<file path="config.mk">
export PLATFORM = sky130hd
export DESIGN_NAME = brq_tlul_host_arb
export DESIGN_NICKNAME = d
export VERILOG_FILES = /design/src/rtl/brq_tlul_host_arb.sv
export SDC_FILE = /design/constraint.sdc
export NUM_CORES = 1
export LEC_CHECK = 0
export ABC_AREA = 1
export CAP_MARGIN = 25
export CORE_AREA = 2 2 138 140
export CTS_CLUSTER_SIZE = 20
export DETAILED_ROUTE_END_ITERATION = 10
export DIE_AREA = 0 0 140 142
export HOLD_SLACK_MARGIN = 0.03
export PLACE_DENSITY = 0.6
export SYNTH_ARGS = -nofsm -noshare
export SYNTH_HDL_FRONTEND = slang
export SYNTH_SLANG_ARGS = --single-unit
</file>
<file path="constraint.sdc">
create_clock -name clk_i -period 1.8 [get_ports clk_i]
set_input_delay 0.27 -clock clk_i [delete_from_list [all_inputs] [get_ports clk_i]]
set_output_delay 0.27 -clock clk_i [all_outputs]
set_load 0.1 [all_outputs]
</file>
<file path="src/rtl/brq_tlul_host_arb.sv">
// TL-UL host adapter: arbitrates NumCh core request channels onto one
// TL-UL A channel and routes D-channel responses back by source id.
package tlul_pkg;
    parameter int TL_AIW = 8;

    typedef enum logic [2:0] {
        PutFullData    = 3'h0,
        PutPartialData = 3'h1,
        Get            = 3'h4
    } tl_a_op_e;

    typedef struct packed {
        logic [4:0] rsvd;
        logic [3:0] instr_type;
        logic [6:0] cmd_intg;
        logic [6:0] data_intg;
    } tl_a_user_t;

    parameter tl_a_user_t TL_A_USER_DEFAULT = '0;

    typedef struct packed {
        logic              a_valid;
        tl_a_op_e          a_opcode;
        logic [2:0]        a_param;
        logic [1:0]        a_size;
        logic [TL_AIW-1:0] a_source;
        logic [31:0]       a_address;
        logic [3:0]        a_mask;
        logic [31:0]       a_data;
        tl_a_user_t        a_user;
        logic              d_ready;
    } tl_h2d_t;

    typedef struct packed {
        logic              d_valid;
        logic [2:0]        d_opcode;
        logic [2:0]        d_param;
        logic [1:0]        d_size;
        logic [TL_AIW-1:0] d_source;
        logic              d_sink;
        logic [31:0]       d_data;
        logic [13:0]       d_user;
        logic              d_error;
        logic              a_ready;
    } tl_d2h_t;
endpackage

module brq_tlul_host_arb
    import tlul_pkg::*;
#(
    parameter int   NumCh     = 2,
    parameter int   MaxReqs   = 2,
    parameter logic FixedPrio = 1'b0
) (
    input  logic                   clk_i,
    input  logic                   rst_ni,
    input  logic [NumCh-1:0]       req_i,
    output logic [NumCh-1:0]       gnt_o,
    input  logic [NumCh-1:0][31:0] addr_i,
    input  logic [NumCh-1:0]       we_i,
    input  logic [NumCh-1:0][31:0] wdata_i,
    input  logic [NumCh-1:0][3:0]  be_i,
    output logic [NumCh-1:0]       valid_o,
    output logic [31:0]            rdata_o,
    output logic                   err_o,
    output tl_h2d_t                tl_h_o,
    input  tl_d2h_t                tl_h_i,
    output logic                   spurious_o
);
    localparam int CW = $clog2(MaxReqs + 1);
    localparam int PW = (NumCh > 1) ? $clog2(NumCh) : 1;

    logic [CW-1:0]    cnt_q [NumCh];
    logic [PW-1:0]    ptr_q;
    logic [PW-1:0]    lock_ch_q;
    logic             lock_q;
    logic [NumCh-1:0] elig;
    logic [NumCh-1:0] rsp_hit;
    logic [PW-1:0]    win_arb;
    logic [PW-1:0]    win;
    logic             found;
    logic             a_valid;
    logic             accept;
    logic             routed;
    int unsigned      idx;

    always_comb begin
        for (int c = 0; c < NumCh; c++) begin
            elig[c]    = req_i[c] && (cnt_q[c] < CW'(MaxReqs));
            rsp_hit[c] = rst_ni && tl_h_i.d_valid &&
                         (tl_h_i.d_source == TL_AIW'(c)) &&
                         (cnt_q[c] != '0);
        end
    end

    // First eligible channel scanning upward from ptr_q (or from 0).
    always_comb begin
        win_arb = '0;
        found   = 1'b0;
        idx     = 0;
        for (int i = 0; i < NumCh; i++) begin
            idx = FixedPrio ? i : (int'(ptr_q) + i) % NumCh;
            if (!found && elig[PW'(idx)]) begin
                found   = 1'b1;
                win_arb = PW'(idx);
            end
        end
    end

    assign win     = lock_q ? lock_ch_q : win_arb;
    assign a_valid = rst_ni && (lock_q || found);
    assign accept  = a_valid && tl_h_i.a_ready;
    assign gnt_o   = accept ? (NumCh'(1) << win) : '0;

    always_comb begin
        tl_h_o           = '0;
        tl_h_o.a_valid   = a_valid;
        tl_h_o.a_opcode  = !we_i[win]           ? Get :
                           (be_i[win] == 4'hF)  ? PutFullData :
                                                  PutPartialData;
        tl_h_o.a_param   = 3'd0;
        tl_h_o.a_size    = 2'd2;
        tl_h_o.a_source  = TL_AIW'(win);
        tl_h_o.a_address = {addr_i[win][31:2], 2'b00};
        tl_h_o.a_mask    = we_i[win] ? be_i[win] : 4'hF;
        tl_h_o.a_data    = wdata_i[win];
        tl_h_o.a_user    = TL_A_USER_DEFAULT;
        tl_h_o.d_ready   = 1'b1;
    end

    assign routed     = |rsp_hit;
    assign valid_o    = rsp_hit;
    assign spurious_o = rst_ni && tl_h_i.d_valid && !routed;
    assign rdata_o    = routed ? tl_h_i.d_data : 32'h0;
    assign err_o      = routed && tl_h_i.d_error;

    always_ff @(posedge clk_i or negedge rst_ni) begin
        if (!rst_ni) begin
            for (int c = 0; c < NumCh; c++) cnt_q[c] <= '0;
            ptr_q     <= '0;
            lock_q    <= 1'b0;
            lock_ch_q <= '0;
        end else begin
            for (int c = 0; c < NumCh; c++) begin
                if (gnt_o[c] && !rsp_hit[c])
                    cnt_q[c] <= cnt_q[c] + CW'(1);
                else if (!gnt_o[c] && rsp_hit[c])
                    cnt_q[c] <= cnt_q[c] - CW'(1);
            end
            if (accept) begin
                ptr_q  <= (win == PW'(NumCh - 1)) ? '0 : win + PW'(1);
                lock_q <= 1'b0;
            end else if (a_valid) begin
                lock_q    <= 1'b1;
                lock_ch_q <= win;
            end
        end
    end

    logic unused_in;
    assign unused_in = ^{addr_i, tl_h_i.d_opcode, tl_h_i.d_param,
                         tl_h_i.d_size, tl_h_i.d_sink, tl_h_i.d_user};
endmodule

</file>
==> results.txt <==
largest net degree at the start of global routing: 21
post-detail-place hpwl: 9834 µm
share of the yosys chip area belonging to registers: 0.08264
final setup margin: -264.6 ps
1st-iter DRT viols: 86
Netlist Area Pre-Place: 0.002120 mm²
Area growth, synth to finish: 288.8%
initial core utilization: 0.1148
number of pins with negative max-slew slack in the final report: 0
failing checks: DRC, setup timing
Floorplan Core Area: 0.01846 mm²
Tmin final: 2065 ps
post-detailed-route DRC marker count: 9
number of antenna violations at the first check in global routing: 0
Post-CTS Hold Buffers: 0
wire length of the first global-routing pass: 20780 µm
Static Leak: 3.712 nW
most frequent cells in the layout: 168 x sky130_fd_sc_hd__clkdlybuf4s50_1, 125 x sky130_fd_sc_hd__buf_12, 100 x sky130_fd_sc_hd__nand2_1, 72 x sky130_fd_sc_hd__nand2_2, 39 x sky130_fd_sc_hd__conb_1
dominant delay contributor by cell family on the critical path: buffers and inverters
Power Dens Cells: 1993 mW/mm²
MaxCap Viol Count: 0
critical-path maximum fanout: 8
TritonCTS Buffers: 3
clock root buffer master: sky130_fd_sc_hd__clkbuf_16
Finish-stage setup viols: 109
Worst Setup End Kind: output pin
Ant. Diodes: 0
max frequency: 0.4844 GHz
remaining antenna violation count after routing: 0
Avg Vias per Cell: 3.739
total track usage: 0.1356
final worst-path cycle share: 1.147
HP Class: primary input to async pin
routed vias: 3563
final weighted congestion in routability-driven placement: 0.7296
Slowest Stage Delay on Critical Path: 390 ps
average size of a mapped cell: 5.791 µm²
standard-cell row count: 50
worst flop-to-flop path endpoint: cnt_q[1]
number of storage elements in the synthesis netlist: 7
clock tree from TritonCTS: yes
setup repair after global routing missed its margin: true
number of H-tree branching levels: 1
wire length per cell: 15.43 µm
buffers from clock root to sink, at most: 2
met3 capacity usage during global routing: 0.01851
total count of hold-check failures in the final report: 0
via count of the first global-routing pass: 3567
grt total ovfl: 0
die footprint: 0.01988 mm²
area after detailed placement: 0.006875 mm²
router iterations before antenna repair: 9
Reg clk slew, reported paths: 40 ps
num ports: 355
met2 demand-to-capacity share in global routing: 0.2572
net count of the finished layout: 930
die width: 140 µm
synthesized netlist cell count: 366
post-route design area: 0.008242 mm²
maximum ir drop on the vdd rail: 0.001517 V
port bufs: 288
Chip Height: 142 µm
count of different cell masters after synthesis: 26
status: finished, violations left
worst-path cell with the longest stage delay: sky130_fd_sc_hd__dfrtp_1
# clock sinks: 7
critical path startpoint category: flip-flop
total wire length after detailed routing: 14710 µm
Core Util, Final: 0.4466
final total negative setup slack: -18330 ps
critical path class: flip-flop to output pin
commonest non-fill, non-tap cell in the layout: sky130_fd_sc_hd__clkdlybuf4s50_1
CP Cell Sequence: inv_2, nand2_2, nand2_4, nand3_4, buf_6, buf_12, buf_12, buf_16, nand2_4, nand2_4, buf_12
endpoint required time on the critical path: 1530 ps
arrival time worst endpoint: 1790 ps
YS warnings: 0
share of cells above drive strength 1: 0.5243
global-route track usage on met1: 0.1681
dpl ws: -411.4 ps
r2r startpoint: cnt_q[1]
r2r setup slk: -70 ps
Clock Skews: 1.930 ps
global route hottest layer: met2
clock insertion delay at the later pin of the skew report: 240 ps
depth of the worst register-to-register path: 13
count of buffering cells on the critical path with inverters included: 6
==> how the worst max path moves through the flow <==
stage,startpoint,endpoint,slack (ps),cells after the start
floorplan,cnt_q[0],spurious_o,-580,5
global placement,tl_h_i[54],rdata_o[10],-400,7
detailed placement,tl_h_i[54],rdata_o[10],-410,7
CTS,cnt_q[1],tl_h_o[86],-260,11
global route,cnt_q[3],tl_h_o[84],-330,10
finish,cnt_q[1],tl_h_o[84],-260,11
==> synth_stat cells <==
| cell | n | share of area |
|---|---|---|
| sky130_fd_sc_hd__xnor2_1 | 2 | 0.0083 |
| sky130_fd_sc_hd__nand4_2 | 1 | 0.0059 |
| sky130_fd_sc_hd__o21ai_1 | 1 | 0.0024 |
| sky130_fd_sc_hd__dfrtp_1 | 7 | 0.083 |
| sky130_fd_sc_hd__nand3_1 | 4 | 0.0094 |
| sky130_fd_sc_hd__inv_2 | 2 | 0.0035 |
| sky130_fd_sc_hd__nor3_1 | 1 | 0.0024 |
| sky130_fd_sc_hd__nor3_2 | 1 | 0.0047 |
| sky130_fd_sc_hd__nand2_1 | 205 | 0.36 |
| sky130_fd_sc_hd__a21boi_0 | 4 | 0.014 |
| sky130_fd_sc_hd__nand3_4 | 1 | 0.0083 |
| sky130_fd_sc_hd__buf_2 | 5 | 0.012 |
| sky130_fd_sc_hd__buf_6 | 10 | 0.053 |
| sky130_fd_sc_hd__nor2_1 | 11 | 0.019 |
| sky130_fd_sc_hd__nand2_2 | 5 | 0.015 |
| sky130_fd_sc_hd__or2_0 | 1 | 0.0030 |
| sky130_fd_sc_hd__ha_1 | 2 | 0.012 |
| sky130_fd_sc_hd__a21oi_1 | 2 | 0.0047 |
| sky130_fd_sc_hd__and3_1 | 1 | 0.0030 |
| sky130_fd_sc_hd__conb_1 | 2 | 0.0035 |
| sky130_fd_sc_hd__inv_1 | 12 | 0.021 |
| sky130_fd_sc_hd__buf_4 | 46 | 0.16 |
| sky130_fd_sc_hd__nand4_1 | 4 | 0.012 |
| sky130_fd_sc_hd__xor2_1 | 2 | 0.0083 |
| sky130_fd_sc_hd__o21ai_0 | 5 | 0.012 |
| sky130_fd_sc_hd__a21boi_2 | 29 | 0.15 |
==> final cells by class <==
cell class | instances | area [µm²]
fillers | 1709 | 10210
repair buffers | 372 | 5175
multi-input cells | 321 | 2436
well taps | 234 | 292.8
flip-flops and latches | 7 | 175.2
clock buffers | 4 | 78.83
inverters | 14 | 72.57
repair inverters | 1 | 11.26
==> per-stage QoR <==
| step | hold WS (ps) | instances | power (mW) |
|---|---|---|---|
| global route | 137.2 | 953 | 16.96 |
| CTS | 80.51 | 950 | 16.28 |
| global placement | 464.8 | 902 | 13.55 |
| floorplan | -25.59 | 403 | 8.847 |
| detailed placement | 462.8 | 902 | 13.57 |
| finish | 102.6 | 953 | 16.42 |
==> worst reg2reg max path: stages, from the launching register on <==
cell	delay [ps]
sky130_fd_sc_hd__dfrtp_1	390
sky130_fd_sc_hd__inv_2	80
sky130_fd_sc_hd__nand2_2	70
sky130_fd_sc_hd__nand2_4	80
sky130_fd_sc_hd__buf_6	120
sky130_fd_sc_hd__o21ai_1	50
sky130_fd_sc_hd__inv_1	110
sky130_fd_sc_hd__nand2_4	90
sky130_fd_sc_hd__nor2_4	140
sky130_fd_sc_hd__buf_6	110
sky130_fd_sc_hd__ha_4	200
sky130_fd_sc_hd__a21oi_2	90
sky130_fd_sc_hd__o21ai_1	80
sky130_fd_sc_hd__xor2_1	140
==> kinds of logic (layout without fill, tap and decap cells) <==
logic type               after synthesis  in the layout  synth area share
buffers and inverters                 75            391            0.2527
AO/OA/AOI/OAI                         41             41            0.1871
adder cells (fa/ha/maj)                2              2           0.01180
other                                  2             39          0.003543
flip-flops                             7              7           0.08265
XOR/XNOR                               4              4           0.01653
AND/OR/NAND/NOR                      235            235            0.4457
==> power breakdown <==
| group | leakage (nW) | total, mW | internal, mW | switching (mW) |
|---|---|---|---|---|
| registers | 0.0832 | 0.301 | 0.235 | 0.0657 |
| logic | 3.59 | 15.7 | 5.90 | 9.84 |
| clock network | 0.0382 | 0.389 | 0.296 | 0.0934 |
| total | 3.71 | 16.4 | 6.43 | 10.0 |
==> registers in the layout, summed over array words and instances, names as in the netlist <==
name,count
cnt_q,4
lock_ch_q,1
lock_q,1
ptr_q,1
==> layer usage <==
layer	part of all wire	wire, µm	vias up
li1	-	-	1767
met1	0.40	5910	1659
met2	0.54	7998	131
met3	0.046	675	6
met4	0.0084	123	0
met5	0	0	-
==> timing repair <==
action / CTS / global route
resized for setup: 177 / 24
setup buffers: 30 / 7
endpoints found under the setup margin: 111 / 112
gates cloned: 16 / 3
pin swaps: 83 / 28
Power figures use the tool's default switching activity.
==> variant 1: new RTL, config.mk and constraints unchanged <==
Change the package constant `TL_AIW` from 8 to 7.
--- a/src/rtl/brq_tlul_host_arb.sv
+++ b/src/rtl/brq_tlul_host_arb.sv
@@ -2,5 +2,5 @@
 // TL-UL A channel and routes D-channel responses back by source id.
 package tlul_pkg;
-    parameter int TL_AIW = 8;
+    parameter int TL_AIW = 7;
 
     typedef enum logic [2:0] {
Ports: changed (resized tl_h_i and tl_h_o); port bits go from 355 to 353. No check against the original RTL was run, so the function may have changed too.
==> variant 1 against the unedited design <==
- the flow still finishes with violations (design-rule violations, negative setup slack)
- combinational power fell by 4%
- die area unchanged
- sequential cell count unchanged
- routed wire length fell by 1.5%
- cell area is 2.8% higher
- worst setup slack improved by 0.0079 ns
- power fell by 4.8%
- synthesized area fell by 2.7%
- critical endpoint is now rdata_o[9]
- largest power group unchanged
==> variant 1: results (changes against the unedited design) <==
[status]
status = finished, violations left
failed_checks = design-rule violations, negative setup slack

[detailed_routing]
drc_errors = 18  ; +9
vias_per_cell = 3.70  ; -1.1%
wl_mm = 14.5  ; -1.5%
dr.pass1.iters = 7  ; -2
wl_per_cell_um = 14.8  ; -4.1%
first_iter_violations = 96  ; +12%

[global_route]
grt_pass1_vias = 3505  ; -1.7%
grt_max_degree = 14  ; -33%
grt_pass1_wl_mm = 19.9  ; -4.3%
grtUsageTotal_pct = 12.8  ; -0.72 points

[worst_setup_path]
slowest_stage = dfrtp_1
worstReg2RegEnd = cnt_q[3]
r2r-start = cnt_q[3]
rr_worst_depth = 11  ; -2
rrSetupSlack_ns = -0.08
max_stage_delay_ns = 0.33  ; -0.06 ns
worstPathArrival_ns = 1.79  ; about the same
critPathMaxFanout = 7  ; -1
crit_family = buffers and inverters
endpoint = rdata_o[9]

[place]
hpwl_mm = 9.74  ; -0.99%
pre_cts_slack_ns = -0.460  ; -0.0485 ns
gp_congestion = 0.744  ; +1.9%
placed_cells = 927  ; +2.8%
place_area_sq_um = 6730  ; -2.1%
port_buffers = 287  ; -0.35%

[logic_synthesis]
seq_area_frac_synth_pct = 8.49  ; +0.23 points
yosys-top-cells-count = nand2_1 (207), inv_1 (44), buf_4 (42), nor2_2 (28), nor2_1 (11)
synthTopCellsByArea = nand2_1 (38%), buf_4 (15%), dfrtp_1 (8.5%)
synth_flop_cell = dfrtp_1
synth_cell_types = 24  ; -7.7%
synth_xor_area_share_pct = 1.70  ; +0.045 points
synth_compound_area_share_pct = 2.55  ; -16 points
syn_inst = 393  ; +7.4%
yosys.area_share.adder_pct = 1.21  ; +0.032 points

[finish]
fillerInstances = 1685  ; -1.4%
regMostFlops = cnt_q
fin_nets = 954  ; +2.6%
largest_reg_flops = 4  ; unchanged
final_cell_area_sq_um = 8470  ; +2.8%
final_layout_size_suffix_gt1_share_pct = 57.0  ; +4.6 points

[sta]
hold_slack_ns = 0.0313  ; -0.0712 ns
fin_ws_ns = -0.257  ; +0.00788 ns
finalSetupViolCount = 109  ; unchanged
finClkSkew_ns = 0.00186  ; -0.0000662 ns
tns_ns = -18.31  ; +0.0162 ns

[clock_network]
clock_latency_ns = 0.23

[power]
irDropWorstVdd_uv = 1010  ; -33%
leakage_uw = 0.00390  ; +5.1%
clock_power_uw = 384  ; -1%
switching_share_pct = 59.8  ; -1.1 points
pwr-share-comb_pct = 95.7  ; about the same

[min_path]
hp-class = input port to asynchronous set/reset pin

variant 1: cell count changes after synthesis, sizes merged, moves of 4 or more:
| cell | delta |
|---|---|
| a21boi | -33 |
| buf | -4 |
| inv | +32 |
| nor2 | +33 |
variant 1: area by class of cell:
cell class	count	area share [%]
Sequential cell	7	2.08
Tap cell	234	3.45
Timing Repair Buffer	367	59.8
Clock buffer	4	0.930
Multi-Input combinational cell	320	31.6
Inverter	46	2.16
variant 1: metal layers:
metal | part of all wire [%] | routed length, um | global-route usage [%]
met1 | 39 | 5680 | 16.8
met5 | 0 | 0 | 0
met2 | 53 | 7750 | 23.1
met3 | 6.2 | 896 | 1.62
met4 | 1.1 | 155 | 2.02
variant 1: what timing repair did:
item,4_1_cts,5_1_grt
cloned,16,1
setup buffers,34,8
setup endpoints to repair,112,110
gates resized for setup,144,157
pin swaps,24,59
==> variant 2: new RTL, config.mk and constraints unchanged <==
Without the edit above. Make the reset (`rst_ni`) synchronous in one clocked block.
--- a/src/rtl/brq_tlul_host_arb.sv
+++ b/src/rtl/brq_tlul_host_arb.sv
@@ -135,5 +135,5 @@
     assign err_o      = routed && tl_h_i.d_error;
 
-    always_ff @(posedge clk_i or negedge rst_ni) begin
+    always_ff @(posedge clk_i) begin
         if (!rst_ni) begin
             for (int c = 0; c < NumCh; c++) cnt_q[c] <= '0;
Function: differs if rst_ni is asserted again (counterexample within 4 cycles, from zero or initial values and one cycle with rst_ni low); with rst_ni held inactive, the same outputs for 10 cycles.
==> variant 2 against the unedited design <==
- via count increased by 5.3%
- synthesized area increased by 9.7%
- sequential cell count unchanged
- cell area rose by 14%
- worst setup slack got worse by 0.026 ns
- the run still ends with design-rule violations, negative setup slack left
- global-route usage shrank 1.2 points
- highest routed layer unchanged
- routed wire length decreased by 6.5%
Power is left out: it rests on default switching activity, and per cell area and clock period it moved more than threefold.
==> variant 2: results (changes against the unedited design) <==
[status]
status = finished, violations left
failed_checks = design-rule violations, negative setup slack

[global_route]
grt_max_degree = 17  ; -19%
antenna_found_initial = 0  ; unchanged
grt_pass1_wl_mm = 19.6  ; -5.4%
grt_pass1_vias = 3799  ; +6.5%
grtUsageTotal_pct = 12.3  ; -1.2 points

[sta]
hold_slack_ns = 0.526  ; +0.423 ns
finClkSkew_ns = 0.000499  ; -0.00143 ns
maxSlewViolCount = 0  ; unchanged
fin_ws_ns = -0.290  ; -0.0259 ns
finalSetupViolCount = 114  ; +4.6%

[logic_synthesis]
yosys_warnings = 0  ; unchanged
synth_flop_cell = edfxtp_1
async_flop_share_pct = 0  ; -100 points
synth_cell_types = 26  ; unchanged
synthTopCellsByArea = nand2_1 (34%), nor2_4 (16%), buf_4 (14%)
seq_area_frac_synth_pct = 7.75  ; -0.52 points
synth_edf_count = 4  ; +4
yosys-top-cells-count = nand2_1 (213), inv_1 (50), buf_4 (42), nor2_4 (34), nor2_1 (14)

[clock_network]
cts-root-buf = clkbuf_16
htree_levels = 1  ; unchanged
clk_pin_slew_ns = 0.04  ; about the same
cts_made_buffers = 3  ; unchanged
clock_latency_ns = 0.23
cts_buffer_depth = 2  ; unchanged

[detailed_routing]
dr.pass1.iters = 7  ; -2
vias_per_cell = 3.71  ; -0.66%
drc_errors = 19  ; +10
first_iter_violations = 111  ; +29%
wl_per_cell_um = 13.6  ; -12%

[min_path]
hp-class = flip-flop to flip-flop

[place]
hpwl_mm = 10.9  ; +10%
gp_congestion = 0.782  ; +7.2%
place_area_sq_um = 7900  ; +15%
port_buffers = 288  ; unchanged

[worst_setup_path]
worstPathArrival_ns = 1.82  ; +0.03 ns
rrSetupSlack_ns = -0.19  ; -0.12 ns
critPathMaxFanout = 8  ; unchanged

[finish]
fin_nets = 986  ; +6.0%
num_antenna_cells = 0  ; unchanged
final_layout_size_suffix_gt1_share_pct = 59.3  ; +6.8 points
largest_reg_flops = 4  ; unchanged
regMostFlops = cnt_q

-- variant 2: changes by cell type after synthesis, sizes merged, moves of 3 or more --
cell    change
inv        +43
dfrtp       -7
a21oi       +3
dfxtp       +3
nand4       -4
nor2       +40
nand3      +10
edfxtp      +4
nand2       +6
a21boi     -33
-- variant 2: worst max-delay path, stage by stage, from the launching register on --
cell,delay [ns]
edfxtp_1,0.37
inv_2,0.12
nand2_4,0.08
nand2_8,0.09
nand2_4,0.05
nor2_4,0.16
buf_6,0.16
clkbuf_16,0.21
nand2_2,0.10
nand2_8,0.07
buf_12,0.16
-- variant 2: worst paths after layout --
kind	to	cells after the start	start
max reg2reg	cnt_q[1][1]	13	cnt_q[1][1]
min reg2reg	ptr_q	2	ptr_q
max	tl_h_o[45]	10	cnt_q[1][1]
min	ptr_q	2	ptr_q
-- variant 2: cell type report --
| cell class | instances | area, sq um |
|---|---|---|
| Fill cell | 1571 | 9040 |
| Timing Repair Buffer | 370 | 4870 |
| Multi-Input combinational cell | 336 | 3750 |
| Tap cell | 234 | 293 |
| Inverter | 59 | 233 |
| Sequential cell | 7 | 183 |
| Clock buffer | 4 | 78.8 |
-- variant 2: timing repair --
item	CTS	global route
setup buffers	21	6
gates resized for setup	206	82
gates cloned	4	1
pin swaps	27	26
endpoints found under the setup margin	113	116
-- variant 2: layer usage --
metal | GRT usage [%] | up-vias | wire (um)
li1 | - | 1869 | -
met1 | 13.6 | 1725 | 4660
met2 | 25.1 | 147 | 8050
met3 | 1.75 | 10 | 872
met4 | 1.97 | 0 | 178
met5 | 0 | - | 0
-- variant 2: metrics by stage --
| stage | worst slack (ns) | setup TNS [ns] | std cells |
|---|---|---|---|
| floorplan | -0.731 | -26.19 | 460 |
| global placement | -0.454 | -38.98 | 979 |
| detailed placement | -0.493 | -39.38 | 979 |
| CTS | -0.288 | -25.46 | 1007 |
| global route | -0.373 | -36.15 | 1010 |
| finish | -0.290 | -26.76 | 1010 |
-- variant 2: cells by family after synthesis --
kind of cell	Yosys count	synth area share, %
AOI/OAI and AO/OA	10	2.47
adders and majority gates	1	0.538
buffers and inverters	118	29.0
DFF	7	7.75
other	2	0.323
and+or+nand+nor	285	59.9
